## src/rtl/fifo.sv

```systemverilog
// Single-clock synchronous FIFO with registered read data.
// Pointers carry one extra wrap bit, so the full and empty flags come
// straight from a pointer comparison with no separate occupancy counter.
module fifo #(
  parameter int width = 8,
  parameter int depth = 16
) (
  input  logic             clk,
  input  logic             resetn,
  input  logic [width-1:0] datain,
  input  logic             we,
  input  logic             re,
  output logic [width-1:0] dataout,
  output logic             empty,
  output logic             full
);

  localparam int AW = $clog2(depth);
  localparam logic [AW:0] ptr_one = (AW+1)'(1);

  logic [width-1:0] mem [depth];
  logic [AW:0]      wptr;
  logic [AW:0]      rptr;
  logic             wr_ok;
  logic             rd_ok;

  // Flags: equal pointers mean empty; equal addresses with opposite wrap bits mean full.
  assign empty = (wptr == rptr);
  assign full  = (wptr[AW-1:0] == rptr[AW-1:0]) && (wptr[AW] != rptr[AW]);

  // Accept logic: a write into a full FIFO is allowed only when a read frees a slot on the same edge.
  always_comb begin
    // NOTE: every always_comb output gets a default first so no path can leave it unassigned and infer a latch.
    rd_ok = 1'b0;
    wr_ok = 1'b0;
    if (re && !empty) rd_ok = 1'b1;
    if (we && (!full || rd_ok)) wr_ok = 1'b1;
  end

  // Storage array: written on accepted writes only.
  // NOTE: the array has no reset; reads of unwritten slots cannot be accepted, and omitting reset keeps it mappable to plain flops or RAM.
  always_ff @(posedge clk) begin
    if (wr_ok) mem[wptr[AW-1:0]] <= datain;
  end

  // Pointers and registered read data; reset empties the FIFO and clears dataout.
  always_ff @(posedge clk or negedge resetn) begin
    // NOTE: sequential state uses non-blocking assignments so every register samples pre-edge values.
    if (!resetn) begin
      wptr    <= '0;
      rptr    <= '0;
      dataout <= '0;
    end else begin
      if (wr_ok) wptr <= wptr + ptr_one;
      if (rd_ok) begin
        dataout <= mem[rptr[AW-1:0]];
        rptr    <= rptr + ptr_one;
      end
    end
  end

endmodule

```

## config.mk

```make
export PLATFORM = sky130hd
export DESIGN_NAME = fifo
export DESIGN_NICKNAME = d
export VERILOG_FILES = /design/src/rtl/fifo.sv
export SDC_FILE = /design/constraint.sdc
export NUM_CORES = 1
export LEC_CHECK = 0
export CAP_MARGIN = 20
export CORE_MARGIN = 1.5
export CORE_UTILIZATION = 57
export CTS_BUF_LIST = sky130_fd_sc_hd__clkbuf_2
export CTS_CLUSTER_SIZE = 25
export DETAILED_ROUTE_END_ITERATION = 8
export GPL_TIMING_DRIVEN = 0
export PLACE_DENSITY = 0.88
export SYNTH_ARGS = -nofsm -noshare
export SYNTH_HDL_FRONTEND = slang
export SYNTH_SLANG_ARGS = --single-unit
```

## constraint.sdc

```tcl
create_clock -name clk -period 2.3 [get_ports clk]
set_clock_uncertainty 0.2 [all_clocks]
set_input_delay 0.575 -clock clk [delete_from_list [all_inputs] [get_ports clk]]
set_output_delay 0.575 -clock clk [all_outputs]
set_load 0.01 [all_outputs]
```

==> results.md, run 1 <==
- CP endpoint kind: output pin
- Gpl congestion: 0.8380
- H-tree levels: 4
- Number of synthesized register bits: 146
- Maximum capacitance violations: 0
- Max Freq: 0.3437 GHz
- Num CTS Buffers: 17
- Std-Cell Rows: 37
- Die span in y: 105.4 um
- Number of port buffers: 21
- Tightest Hold Check Type: in2async
- Clk_lat worst skew: 0.72 ns
- Post-synth top area share: 64.31%
- Final setup margin: -0.6096 ns
- Starting Density: 58.42%
- Iter 0 DRT Violations: 366
- Clk sinks: 146
- Initial antenna violation count: 0
- Post-Place Worst Slack: -0.7674 ns
- Pwr dens: 1230 nW/um2
- Syn Nets: 323
- Remaining Overflow, GRT: 0
- Placeable Area: 10230 um2
- DP HPWL: 7411 um
- Min Tclk post-route: 2.910 ns
- DR DRC count: 0
- Fin cells: 528
- # IOs: 22
- Status: finished with violations
- Hold Vio Cnt, Final: 0
- Period utilization: 126.5%
- Ranking of synthesized cells by area: edfxtp_1, dfrtp_1, mux4_1
- PnR Total Power: 8877 uW
- Share of cells above drive strength 1: 37.24%
- TNS Setup: -35.69 ns
- Post-synthesis sequential area ratio: 71.84%
- Largest net degree at the start of global routing: 19
- CP required: 1.52 ns
- Critical Path Fanout Max: 3
- Synth warn: 0
- First-pass DRT Iterations: 5
- RSZ-0062 raised after global routing: yes
- Yosys cell types: 28
- Vias: 3344
- Final net count: 396
- Failing checks: negative setup slack
- First-pass GRT wire length: 19130 um
- Die area: 11110 um2
- Critical Path AT: 2.13 ns
- CTS tree: built
- Vias in the first global route: 3299
- Antenna viol nets, final: 0
- Critical Path Start Type: flop
- Root buffer cell: clkbuf_2
- Post-Syn Area per Cell: 19.53 um2
- Max-slew headroom: 44.85%
- Diodes inserted: 0
- Final hold slack: 0.07825 ns
- Post-synthesis instance total: 306
- CTS clk-pin slew, worst paths: 0.24 ns
- Final Max Tran Viols: 0
- Critical path start-end classification: reg2out
- Final setup viols: 137
- Routed length per instance: 25.59 um
- Area delta synth->final: 20.72%
- Placed insts: 463
- Synthesized area: 5977 um2
- Clk buf depth: 2
- Static leakage: 0.002504 uW
- WL final: 13510 um
- Area leader, netlist: edfxtp_1
- Via density: 6.333
- Gr usage total: 24.42%
- Worst vdd ir: 815.6 uV
- Die width: 105.4 um
- Measured slew at the worst slew-check pin: 0.8247 ns
[report_power, final]
part	internal [uW]	switching, uW	total [uW]
Sequential	3290	309	3590
Clock	347	1060	1410
Combinational	1940	1930	3870
Total	5570	3300	8880
[layer usage]
metal  share of wire (%)  global-route usage (%)  up-vias
met4                 2.6                   8.513        0
met2                  52                   39.40      214
met5                   0                       0        -
met1                  37                   33.33     1700
met3                 8.9                   5.442       41
li1                    -                       -     1389
[placed cells by master, fill, tap and decap left out, types with 9 or more instances in the layout]
master           netlist  routed
edfxtp_1             128     128
buf_4                  0      18
clkbuf_2               0      18
mux4_2                10      17
buf_6                  3      16
mux2i_1               16      16
dfrtp_1               18      15
nor2_4                 0      12
xnor2_1               13      11
mux2_2                18      11
clkdlybuf4s50_1        0      11
nand2b_1              10       9
[critical path, cell delays in order (launching register included)]
cell and delay, ns:
dfrtp_1 0.48, buf_8 0.14, buf_12 0.12, xnor2_2 0.12, nand4_1 0.19, buf_6 0.19, nor2_2 0.06, buf_2 0.13
[logic make-up (layout without fill, tap and decap cells)]
| group | Yosys count | count (layout) | share of synthesized area (%) |
|---|---|---|---|
| fa+ha+maj | 5 | 5 | 1.047 |
| compound gates | 27 | 27 | 4.354 |
| flops | 146 | 146 | 71.84 |
| simple gates | 36 | 36 | 2.973 |
| mux | 58 | 58 | 15.99 |
| buf+inv | 20 | 106 | 1.737 |
| xor+xnor | 14 | 14 | 2.052 |
[synthesized netlist by cell type]
cell type    n
o311ai_1     1
dfrtp_1     18
buf_1        3
ha_1         5
buf_6        3
and3_1       3
a221oi_1     8
nand4_1      1
nor2_1      15
nor2b_1      1
nand2_1      2
mux4_2      10
edfxtp_1   128
a22o_1       8
xnor2_1     13
buf_2        5
mux4_1      14
nor3_1       4
mux2i_1     16
nand2b_1    10
o21ai_2      1
inv_1        3
o211ai_1     3
mux2_2      18
o31ai_1      2
clkbuf_1     6
xor2_1       1
o311ai_2     4
[flip-flops by register name, summed over array words and instances (netlist names)]
| name | flops |
|---|---|
| mem | 128 |
| wptr | 5 |
| dataout | 8 |
| rptr | 5 |
[layout make-up]
cell class              count  area (um2)
fillers                   580        3015
inverters                   3       11.26
flip-flops and latches    146        4298
clock buffers              18       90.09
multi-input cells         140        1805
plain buffers              13       105.1
repair buffers             58       601.8
clock inverters            14       133.9
well taps                 136       170.2
[stage by stage]
step                      utilization, %  instance area, um2
after floorplan                        -                6002
after global placement             62.38                6382
after detailed placement           62.38                6382
after CTS                          68.30                6988
after global routing               70.53                7216
final                              70.53                7216
[path summary, 6_finish.rpt]
kind	to	start	slack [ns]	cells after the start
min reg2reg	dataout[4]	dataout[4]	0.34	1
min in group clk	dataout[4]	dataout[4]	0.34	1
max in group asynchronous	rptr[3]	resetn	1.26	1
max reg2reg	mem[13][4]	rptr[1]	-0.38	12
max	full	rptr[1]	-0.61	7
min	wptr[1]	resetn	0.08	1
[timing repair]
item / CTS / global route
cloned: 0 / 1
setup buffers: 24 / 14
hold buffers: 0 / 0
resized for setup: 77 / 28
setup endpoints to repair: 153 / 146
pin swaps: 7 / 11
Note: power is estimated with default switching activity, not from simulation.
==> run 2: changes to the inputs <==
--- a/config.mk
+++ b/config.mk
@@ -12,6 +12,7 @@
 export CTS_CLUSTER_SIZE = 25
 export DETAILED_ROUTE_END_ITERATION = 8
 export GPL_TIMING_DRIVEN = 0
+export HOLD_SLACK_MARGIN = 0.12
 export PLACE_DENSITY = 0.88
 export SYNTH_ARGS = -nofsm -noshare
 export SYNTH_HDL_FRONTEND = slang
==> results.md, run 2 (synthesized netlist as in run 1, its figures left out) <==
- Final Util: 70.62% (+0.098 points)
- Min Tclk post-route: 2.901 ns (-0.008846 ns)
- CP required: 1.52 ns (about the same)
- Static leakage: 0.002508 uW (+0.17%)
- Commonest non-fill, non-tap cell in the layout: edfxtp_1
- Clk_lat worst skew: 0.71 ns (about the same)
- FF-to-FF End: mem[13][4]
- CTS tree: built
- Gr usage total: 24.42% (unchanged)
- WL final: 13480 um (-0.23%)
- Std-Cell Rows: 37 (unchanged)
- Root buffer cell: clkbuf_2
- Max-slew headroom: 44.84% (about the same)
- Fin cells: 529 (+0.19%)
- Hold path cells: 1
- Share of cells above drive strength 1: 37.15% (-0.095 points)
- Die span in y: 105.4 um (unchanged)
- Die area: 11110 um2 (unchanged)
- Clk sinks: 146 (unchanged)
- Starting Density: 58.42% (unchanged)
- Critical Path Start Type: flop
- Remaining Overflow, GRT: 0 (unchanged)
- Critical Path AT: 2.13 ns (about the same)
- Period utilization: 126.1% (-0.38 points)
- Diodes inserted: 0 (unchanged)
- Final setup viols: 138 (+0.73%)
- Failing checks: negative setup slack
- Via density: 6.340 (+0.11%)
- Routed length per instance: 25.48 um (-0.42%)
- Iter 0 DRT Violations: 349 (-4.6%)
- RSZ-0062 raised after global routing: yes
- Final Max Tran Viols: 0 (unchanged)
- First-pass GRT wire length: 19130 um (unchanged)
- RR Startpoint: rptr[1]
- R2r setup slk: -0.36 ns (+0.02 ns)
- Measured slew at the worst slew-check pin: 0.8248 ns (+0.00009292 ns)
- WHS Endpoint: dataout[4]
- CTS clk-pin slew, worst paths: 0.24 ns (about the same)
- H-tree levels: 4 (unchanged)
- First-pass DRT Iterations: 5 (unchanged)
- Max Freq: 0.3447 GHz (+0.30%)
- Most frequent cells in the layout: edfxtp_1, buf_4, clkbuf_2, mux4_2
- Die width: 105.4 um (unchanged)
- CP endpoint kind: output pin
- Vias: 3354 (+0.30%)
- Area delta synth->final: 20.89%
- Vias in the first global route: 3299 (unchanged)
- Num CTS Buffers: 17 (unchanged)
- Worst vdd ir: 815.6 uV (about the same)
- Initial antenna violation count: 0 (unchanged)
- Clk buf depth: 2 (unchanged)
- Tightest Hold Check Type: reg2reg
- Placed insts: 463 (unchanged)
- Critical Path Fanout Max: 3 (unchanged)
- Gpl congestion: 0.8380 (unchanged)
- Critical path start-end classification: reg2out
- DR DRC count: 0 (unchanged)
- Hold Vio Cnt, Final: 0 (unchanged)
- Status: finished with violations
- DP HPWL: 7411 um (unchanged)
- Pwr dens: 1229 nW/um2 (about the same)
- Min-Delay Startpoint: dataout[4]
- Max FFs per register: 128 (unchanged)
- # IOs: 22 (unchanged)
- Maximum capacitance violations: 0 (unchanged)
- Final net count: 397 (+0.25%)
- Fillers: 579 (-0.17%)
- Final setup margin: -0.6008 ns (+0.008846 ns)
- Reg2reg path depth: 12 (unchanged)
- PnR Total Power: 8884 uW (about the same)
- Antenna viol nets, final: 0 (unchanged)
- Number of port buffers: 21 (unchanged)
- Largest net degree at the start of global routing: 19 (unchanged)
- Placeable Area: 10230 um2 (unchanged)
## run 2: where the power goes
group | leakage [uW] | internal [uW] | switching [uW]
sequential | 0.00136 | 3290 | 309
combinational | 0.00101 | 1940 | 1930
clock | 0.000134 | 347 | 1070
## run 2: how the worst max path moves through the flow
stage                 start          to  slack (ns)
finish              rptr[1]        full       -0.60
floorplan           rptr[0]  mem[12][0]       -0.04
detailed placement       re  mem[10][7]       -0.77
global placement         re   mem[4][5]       -0.68
CTS                 rptr[1]       empty       -0.55
global route        rptr[1]        full       -0.68
## run 2: metal layers
| metal | wire, um | global-route usage [%] | vias up |
|---|---|---|---|
| met5 | 0 | 0 | - |
| met4 | 354 | 8.513 | 0 |
| met3 | 1323 | 5.442 | 33 |
| met2 | 6939 | 39.40 | 215 |
| met1 | 4863 | 33.33 | 1713 |
| li1 | - | - | 1393 |
## run 2: stage by stage
stage / worst slack [ns] / area [um2] / hold slack (ns) / setup TNS (ns)
after floorplan: -0.03590 / 6002 / 0.07941 / -2.206
after CTS: -0.5488 / 6998 / 0.3379 / -23.75
after global routing: -0.6823 / 7226 / 0.3629 / -42.17
after global placement: -0.6811 / 6382 / 0.2906 / -76.90
after detailed placement: -0.7674 / 6382 / 0.2961 / -86.46
final: -0.6008 / 7226 / 0.3400 / -34.52
## run 2: layout make-up
type | instances | area [um2] | area share, %
Sequential cell | 146 | 4298 | 59.48
Multi-Input combinational cell | 140 | 1805 | 24.99
Timing Repair Buffer | 59 | 611.8 | 8.468
Tap cell | 136 | 170.2 | 2.355
Clock inverter | 14 | 133.9 | 1.853
Buffer | 13 | 105.1 | 1.455
Clock buffer | 18 | 90.09 | 1.247
Inverter | 3 | 11.26 | 0.1558
## run 2: worst max-delay path: stages, from the launching register on
cell     delay, ns
dfrtp_1       0.47
buf_8         0.14
buf_12        0.12
xnor2_2       0.12
nand4_1       0.19
buf_6         0.18
nor2_2        0.06
buf_2         0.13
## run 2: timing repair
action / CTS / global route
buffers inserted: 24 / 14
setup endpoints to repair: 153 / 146
cloned: 0 / 1
hold buffers: 1 / 0
hold endpoints to repair: 18 / 0
pin swaps: 7 / 11
resized for setup: 77 / 28
==> run 3: changes to the inputs <==
--- a/config.mk
+++ b/config.mk
@@ -5,6 +5,7 @@
 export SDC_FILE = /design/constraint.sdc
 export NUM_CORES = 1
 export LEC_CHECK = 0
+export ABC_AREA = 0
 export CAP_MARGIN = 20
 export CORE_MARGIN = 1.5
 export CORE_UTILIZATION = 57
==> results of run 3 <==
The final DEF is identical to that of run 2; final timing and power are the same.
